[config.mk]
export PLATFORM = sky130hd
export DESIGN_NAME = redpitaya_dac_arbiter
export DESIGN_NICKNAME = d
export VERILOG_FILES = /design/src/rtl/redpitaya_dac_arbiter.sv
export SDC_FILE = /design/constraint.sdc
export NUM_CORES = 1
export LEC_CHECK = 0
export CAP_MARGIN = 25
export CORE_UTILIZATION = 38
export DETAILED_ROUTE_END_ITERATION = 10
export PLACE_DENSITY = 0.76
export SKIP_LAST_GASP = 1
export SYNTH_ARGS = -nofsm -noshare
export SYNTH_HDL_FRONTEND = slang
export SYNTH_SLANG_ARGS = --single-unit
[constraint.sdc]
create_clock -name dac_clk_i -period 4.5 [get_ports dac_clk_i]
set_clock_uncertainty 0.2 [all_clocks]
set_input_delay 0.9 -clock dac_clk_i [delete_from_list [all_inputs] [get_ports dac_clk_i]]
set_output_delay 0.9 -clock dac_clk_i [all_outputs]
set_load 0.005 [all_outputs]
[src/rtl/redpitaya_dac_arbiter.sv]
// Round-robin arbiter sharing one DAC sample stream between NREQ generators,
// with optional hold timeout, zero-sample guard between owners and PLL-lock gating.
module redpitaya_dac_arbiter #(
  parameter int NREQ     = 4,
  parameter int DATA_SZ  = 14,
  parameter int GUARD    = 16,
  parameter int MAX_HOLD = 0
) (
  input  logic                      dac_clk_i,
  input  logic                      dac_rst_i,
  input  logic                      dac_locked_i,
  input  logic [NREQ-1:0]           req_i,
  input  logic [NREQ-1:0]           data_en_i,
  input  logic [NREQ*DATA_SZ-1:0]   data_i,
  output logic [NREQ-1:0]           gnt_o,
  output logic                      revoked_o,
  output logic                      busy_o,
  output logic                      dac_dat_en_o,
  output logic [DATA_SZ-1:0]        dac_dat_o
);

  localparam int IDX_W   = (NREQ > 1) ? $clog2(NREQ) : 1;
  localparam int CNT_MAX = (MAX_HOLD > GUARD) ? MAX_HOLD : GUARD;
  localparam int CNT_W   = $clog2(CNT_MAX + 2);

  typedef enum logic [1:0] {
    S_IDLE,
    S_OWN,
    S_GUARD
  } state_t;

  state_t              r_state;
  logic [NREQ-1:0]     r_gnt;
  logic [IDX_W-1:0]    r_owner;
  logic [IDX_W-1:0]    r_ptr;
  logic [CNT_W-1:0]    r_cnt;
  logic                r_revoked;
  logic                r_busy;
  logic                r_en;
  logic [DATA_SZ-1:0]  r_dat;

  logic [IDX_W-1:0]    w_pick;
  logic                w_found;
  logic [DATA_SZ-1:0]  w_own_dat;
  logic                w_own_req;
  logic                w_own_en;
  logic                w_others;
  logic                w_hold_exp;
  logic [IDX_W-1:0]    w_next_ptr;

  // First active request at or after the round-robin pointer, wrapping around.
  always_comb begin
    int idx;
    w_pick  = '0;
    w_found = 1'b0;
    idx     = 0;
    for (int i = 0; i < NREQ; i++) begin
      idx = int'(r_ptr) + i;
      if (idx >= NREQ) idx = idx - NREQ;
      if (!w_found && req_i[idx]) begin
        w_found = 1'b1;
        w_pick  = IDX_W'(idx);
      end
    end
  end

  always_comb begin
    w_own_dat = '0;
    for (int k = 0; k < NREQ; k++) begin
      if (r_gnt[k]) w_own_dat = data_i[k*DATA_SZ +: DATA_SZ];
    end
  end

  assign w_own_req  = |(req_i & r_gnt);
  assign w_own_en   = |(data_en_i & r_gnt);
  assign w_others   = |(req_i & ~r_gnt);
  assign w_hold_exp = (MAX_HOLD != 0) && (r_cnt == CNT_W'(MAX_HOLD));
  assign w_next_ptr = (r_owner == IDX_W'(NREQ - 1)) ? '0 : r_owner + IDX_W'(1);

  always_ff @(posedge dac_clk_i) begin
    if (dac_rst_i) begin
      r_state   <= S_IDLE;
      r_gnt     <= '0;
      r_owner   <= '0;
      r_ptr     <= '0;
      r_cnt     <= '0;
      r_revoked <= 1'b0;
      r_busy    <= 1'b0;
      r_en      <= 1'b0;
      r_dat     <= '0;
    end else if (!dac_locked_i) begin
      r_state   <= S_IDLE;
      r_gnt     <= '0;
      r_cnt     <= '0;
      r_revoked <= 1'b0;
      r_busy    <= 1'b0;
      r_en      <= 1'b0;
      r_dat     <= '0;
    end else begin
      r_revoked <= 1'b0;
      case (r_state)
        S_IDLE: begin
          r_en  <= 1'b0;
          r_dat <= '0;
          r_cnt <= '0;
          if (w_found) begin
            r_state <= S_OWN;
            r_gnt   <= NREQ'(1) << w_pick;
            r_owner <= w_pick;
            r_cnt   <= CNT_W'(1);
            r_busy  <= 1'b1;
          end else begin
            r_busy <= 1'b0;
          end
        end

        S_OWN: begin
          if (w_own_en) begin
            r_dat <= w_own_dat;
            r_en  <= 1'b1;
          end else begin
            r_en <= 1'b0;
          end
          // A release wins over a coincident timeout, so revoked only flags a forced handover.
          if (!w_own_req || (w_hold_exp && w_others)) begin
            r_revoked <= w_own_req;
            r_gnt     <= '0;
            r_ptr     <= w_next_ptr;
            if (!w_own_en) begin
              r_dat <= '0;
              r_en  <= (GUARD != 0);
            end
            if (GUARD == 0) begin
              r_state <= S_IDLE;
              r_busy  <= 1'b0;
              r_cnt   <= '0;
            end else begin
              r_state <= S_GUARD;
              r_busy  <= 1'b1;
              r_cnt   <= CNT_W'(1);
            end
          end else if ((MAX_HOLD != 0) && !w_hold_exp) begin
            r_cnt <= r_cnt + CNT_W'(1);
          end
        end

        S_GUARD: begin
          r_dat <= '0;
          if (r_cnt == CNT_W'(GUARD)) begin
            r_state <= S_IDLE;
            r_en    <= 1'b0;
            r_busy  <= 1'b0;
            r_cnt   <= '0;
          end else begin
            r_en  <= 1'b1;
            r_cnt <= r_cnt + CNT_W'(1);
          end
        end

        default: begin
          r_state <= S_IDLE;
          r_gnt   <= '0;
          r_busy  <= 1'b0;
          r_en    <= 1'b0;
          r_dat   <= '0;
          r_cnt   <= '0;
        end
      endcase
    end
  end

  assign gnt_o        = r_gnt;
  assign revoked_o    = r_revoked;
  assign busy_o       = r_busy;
  assign dac_dat_en_o = r_en;
  assign dac_dat_o    = r_dat;

endmodule

==> key figures <==
Run status
  • Outcome: completed

Floorplanning
  • Cell Rows: 25
  • Starting Density: 40.6%
  • Die height: roughly 74 um
  • Core area: 0.00488 mm^2
  • Number of top-level pins: slightly below 90
  • Die area: ~0.0055 mm^2
  • Die Span X: 74.2 um

Timing
  • RSZ-0062 raised after global routing: no
  • Period utilisation layout: a little under two thirds
  • Worst rel slew slack: 53.6%
  • Worst slew pin tran: 689 ps
  • Crit path time final: 2880 ps
  • Hold Slack: about 250 ps
  • Setup violators final: 0
  • Final Hold Viols: 0
  • Final TNS setup: 0 ps
  • F_max: 347 MHz
  • Final Slew Violations: 0

Clocking
  • CTS Sinks: 31
  • # hold bufs at CTS: 0
  • CTS resizes: 0
  • Clk root buf: clkbuf_8
  • TritonCTS clock tree: yes
  • Setup Fix Bufs, Post-CTS: 0
  • Num CTS Buffers: 5
  • Clock Pin Slew Worst Setup and Hold Paths: 60 ps
  • Max Root-Sink Buffers: 2
  • H-tree levels: 2
  • Worst-Skew Late Latency: approximately 280 ps

Pwr
  • Net Sw Frac: 24.2%
  • Clk pwr share: 36.5%
  • Psw: 0.160 mW
  • LEAKAGE: 1.06 nW
  • Comb pwr share: between 20% and 30%
  • Internal power consumption: 0.500 mW
  • Power per cell area: 222 mW/mm^2
  • Reg power frac: 43.0%
  • VDD IR-drop max: roughly 0.14 mV

Final layout
  • Nets@finish: 408
  • ANT cells: 0
  • Share of layout cells above drive strength 1: 4.18%
  • Post-Route Utilization: between 60% and 70%
  • Area Growth Syn to Fin: 50.0%
  • Final Instance Count excl. Fillers: 402

Drt
  • Iter 0 DRT Violations: 145
  • Wire per inst: 14.4 um
  • Antenna viol nets, final: 0
  • Routed wire length: 5.79 mm
  • Vias/cell: 5.38
  • Total number of vias: approximately 2200
  • DRT Pass-1 Iters: 4
  • Residual DRC count: 0

Worst setup path
  • Crit-path max FO: 21
  • R2R Path Start: gnt_o[1]$_SDFFE_PP0P_
  • R2r setup slk: 2280 ps
  • Critical Path Source Type: flop
  • Critical path origin: gnt_o[2]$_SDFFE_PP0P_
  • Arrival @ worst endpoint: 1780 ps
  • CP Class: flop to primary output
  • Crit path capture: gnt_o[2]
  • Crit path capture type: primary output
  • RR Endpoint: gnt_o[2]$_SDFFE_PP0P_
  • Crit path required time: 3400 ps
  • Worst Reg-to-Reg Cells: 5

Yosys
  • Top cell type's share of synthesized area: 31.4%
  • Post-synthesis cell count: approximately 250
  • Avg Inst Size Synth: around 8 um^2
  • XOR/XNOR share of the synthesized area: 0%
  • Mapped Nets: 328
  • Post-synth EDFFs: 0
  • Leading area contributor after synthesis: dfxtp_1
  • Post-synth top cells: 40 x a21oi_1, 31 x dfxtp_1, 25 x nand2_1
  • Sequential share of the synthesized area: about a third
  • Synth Area in Simple Gates: a little under a quarter
  • Yosys warns: 0
  • Asr flop ratio synth: 0%
  • Top-count cell post-synth: a21oi_1
  • Synth Area in Adders: between 4 and 5%
  • Synth Cell Area: 0.00198 mm^2
  • Ranking of synthesized cells by area: dfxtp_1 31%, a21oi_1 10%, a221oi_1 6.2%, nand3b_1 6.1%, o21ai_0 4.8%
  • Yosys reg bits: 31
  • Synth unique cells: 44
  • Post-synth top flop: dfxtp_1
  • Complex-gate fraction of the synthesized area: between 30% and 40%
  • Mux cell area share after synthesis: ~2%
  • Largest family of logic cells by synthesized area: compound AO/OA/AOI/OAI gates

Place
  • RD Place Congestion: 0.856
  • Post-DP HPWL: 4.36 mm
  • Inst Count DP: between 300 and 400
  • I/O Buffers: 86

Global routing
  • Total GRT Usage: 22.3%
  • Congestion Overflow GR: 0
  • Vias in the first global route: ~2000
  • Initial antenna violation count: 0
  • Global-route wire length before repair: slightly above 9 mm
  • Largest net degree at the start of global routing: 32

Flow run
  • Max Cap Viol: 0

Min path
  • Worst hold path class: flop to flop
[placed cells by master (no fill, tap or decap), drive strengths merged, types with 2 or more instances in the layout]
master,Yosys,routed
a21oi,40,40
a22oi,2,2
o21a,2,2
inv,21,21
and2,15,15
mux2i,4,4
dfxtp,31,31
clkbuf,10,8
ha,7,7
or3,4,4
clkdlybuf4s50,0,86
buf,7,4
o31ai,2,2
nor3,2,2
a22o,2,2
o21ai,19,19
a221oi,14,14
a32o,4,4
nand3b,16,16
nand3,4,4
nor2,5,5
nand2,25,25
[flip-flops by register name (all words and copies together) (netlist names)]
register and count:
gnt_o 4, busy_o 1, dac_dat_en_o 1, r_ptr 2, r_state 2, dac_dat_o 14
r_cnt 5, r_owner 2
[power groups by stage]
stage          registers (mW)  logic, mW  clock network, mW
6_report                0.284      0.135              0.241
3_5_place_dp            0.290      0.135                  0
3_3_place_gp            0.290      0.133                  0
4_1_cts                 0.284      0.136              0.246
5_1_grt                 0.285      0.148              0.259
2_1_floorplan           0.289     0.0584                  0
[per-stage QoR]
stage | setup slack [ps] | instance area, um^2 | power, mW
finish | 1620 | 2970 | 0.661
global route | 1540 | 2970 | 0.692
CTS | 1640 | 2970 | 0.666
floorplan | 2280 | 1980 | 0.348
detailed placement | 1450 | 2870 | 0.425
global placement | 1550 | 2870 | 0.423
[per-layer routing]
layer  track usage [%]  part of all wire, %
met5                 0                    0
met2              38.0                   50
met1              26.4                   43
met3              5.42                  4.9
met4              10.5                  2.4
[worst min-delay path by stage]
stage | startpoint | to | slack [ps] | cells after the start
2_1_floorplan | r_owner[0]$_SDFFE_PP0P_ | r_owner[0]$_SDFFE_PP0P_ | 250 | 2
3_3_place_gp | dac_dat_o[7]$_SDFF_PP0_ | dac_dat_o[7]$_SDFF_PP0_ | 240 | 2
3_5_place_dp | dac_dat_o[2]$_SDFF_PP0_ | dac_dat_o[2]$_SDFF_PP0_ | 250 | 2
4_1_cts | dac_dat_o[1]$_SDFF_PP0_ | dac_dat_o[1]$_SDFF_PP0_ | 250 | 2
5_1_grt | dac_dat_o[11]$_SDFF_PP0_ | dac_dat_o[11]$_SDFF_PP0_ | 270 | 2
6_report | dac_dat_o[1]$_SDFF_PP0_ | dac_dat_o[1]$_SDFF_PP0_ | 250 | 2
[area by class of cell]
class | count | area, um^2
clock buffers | 8 | 100
fillers | 462 | 1910
inverters | 21 | 78.8
multi-input cells | 185 | 1190
flip-flops and latches | 31 | 621
well taps | 67 | 83.8
repair buffers | 90 | 891
[worst max-delay path: stages, from the launching register on]
cell and delay [ps]:
dfxtp_1 610, buf_4 340, clkdlybuf4s50_1 540
[cells by family (layout without fill, tap and decap cells)]
group,after synthesis,count (layout)
adders and majority gates,7,7
other,1,1
DFF,31,31
AOI/OAI and AO/OA,93,93
buffers and inverters,38,119
and+or+nand+nor,80,80
muxes,4,4
(Power assumes the default switching activity.)
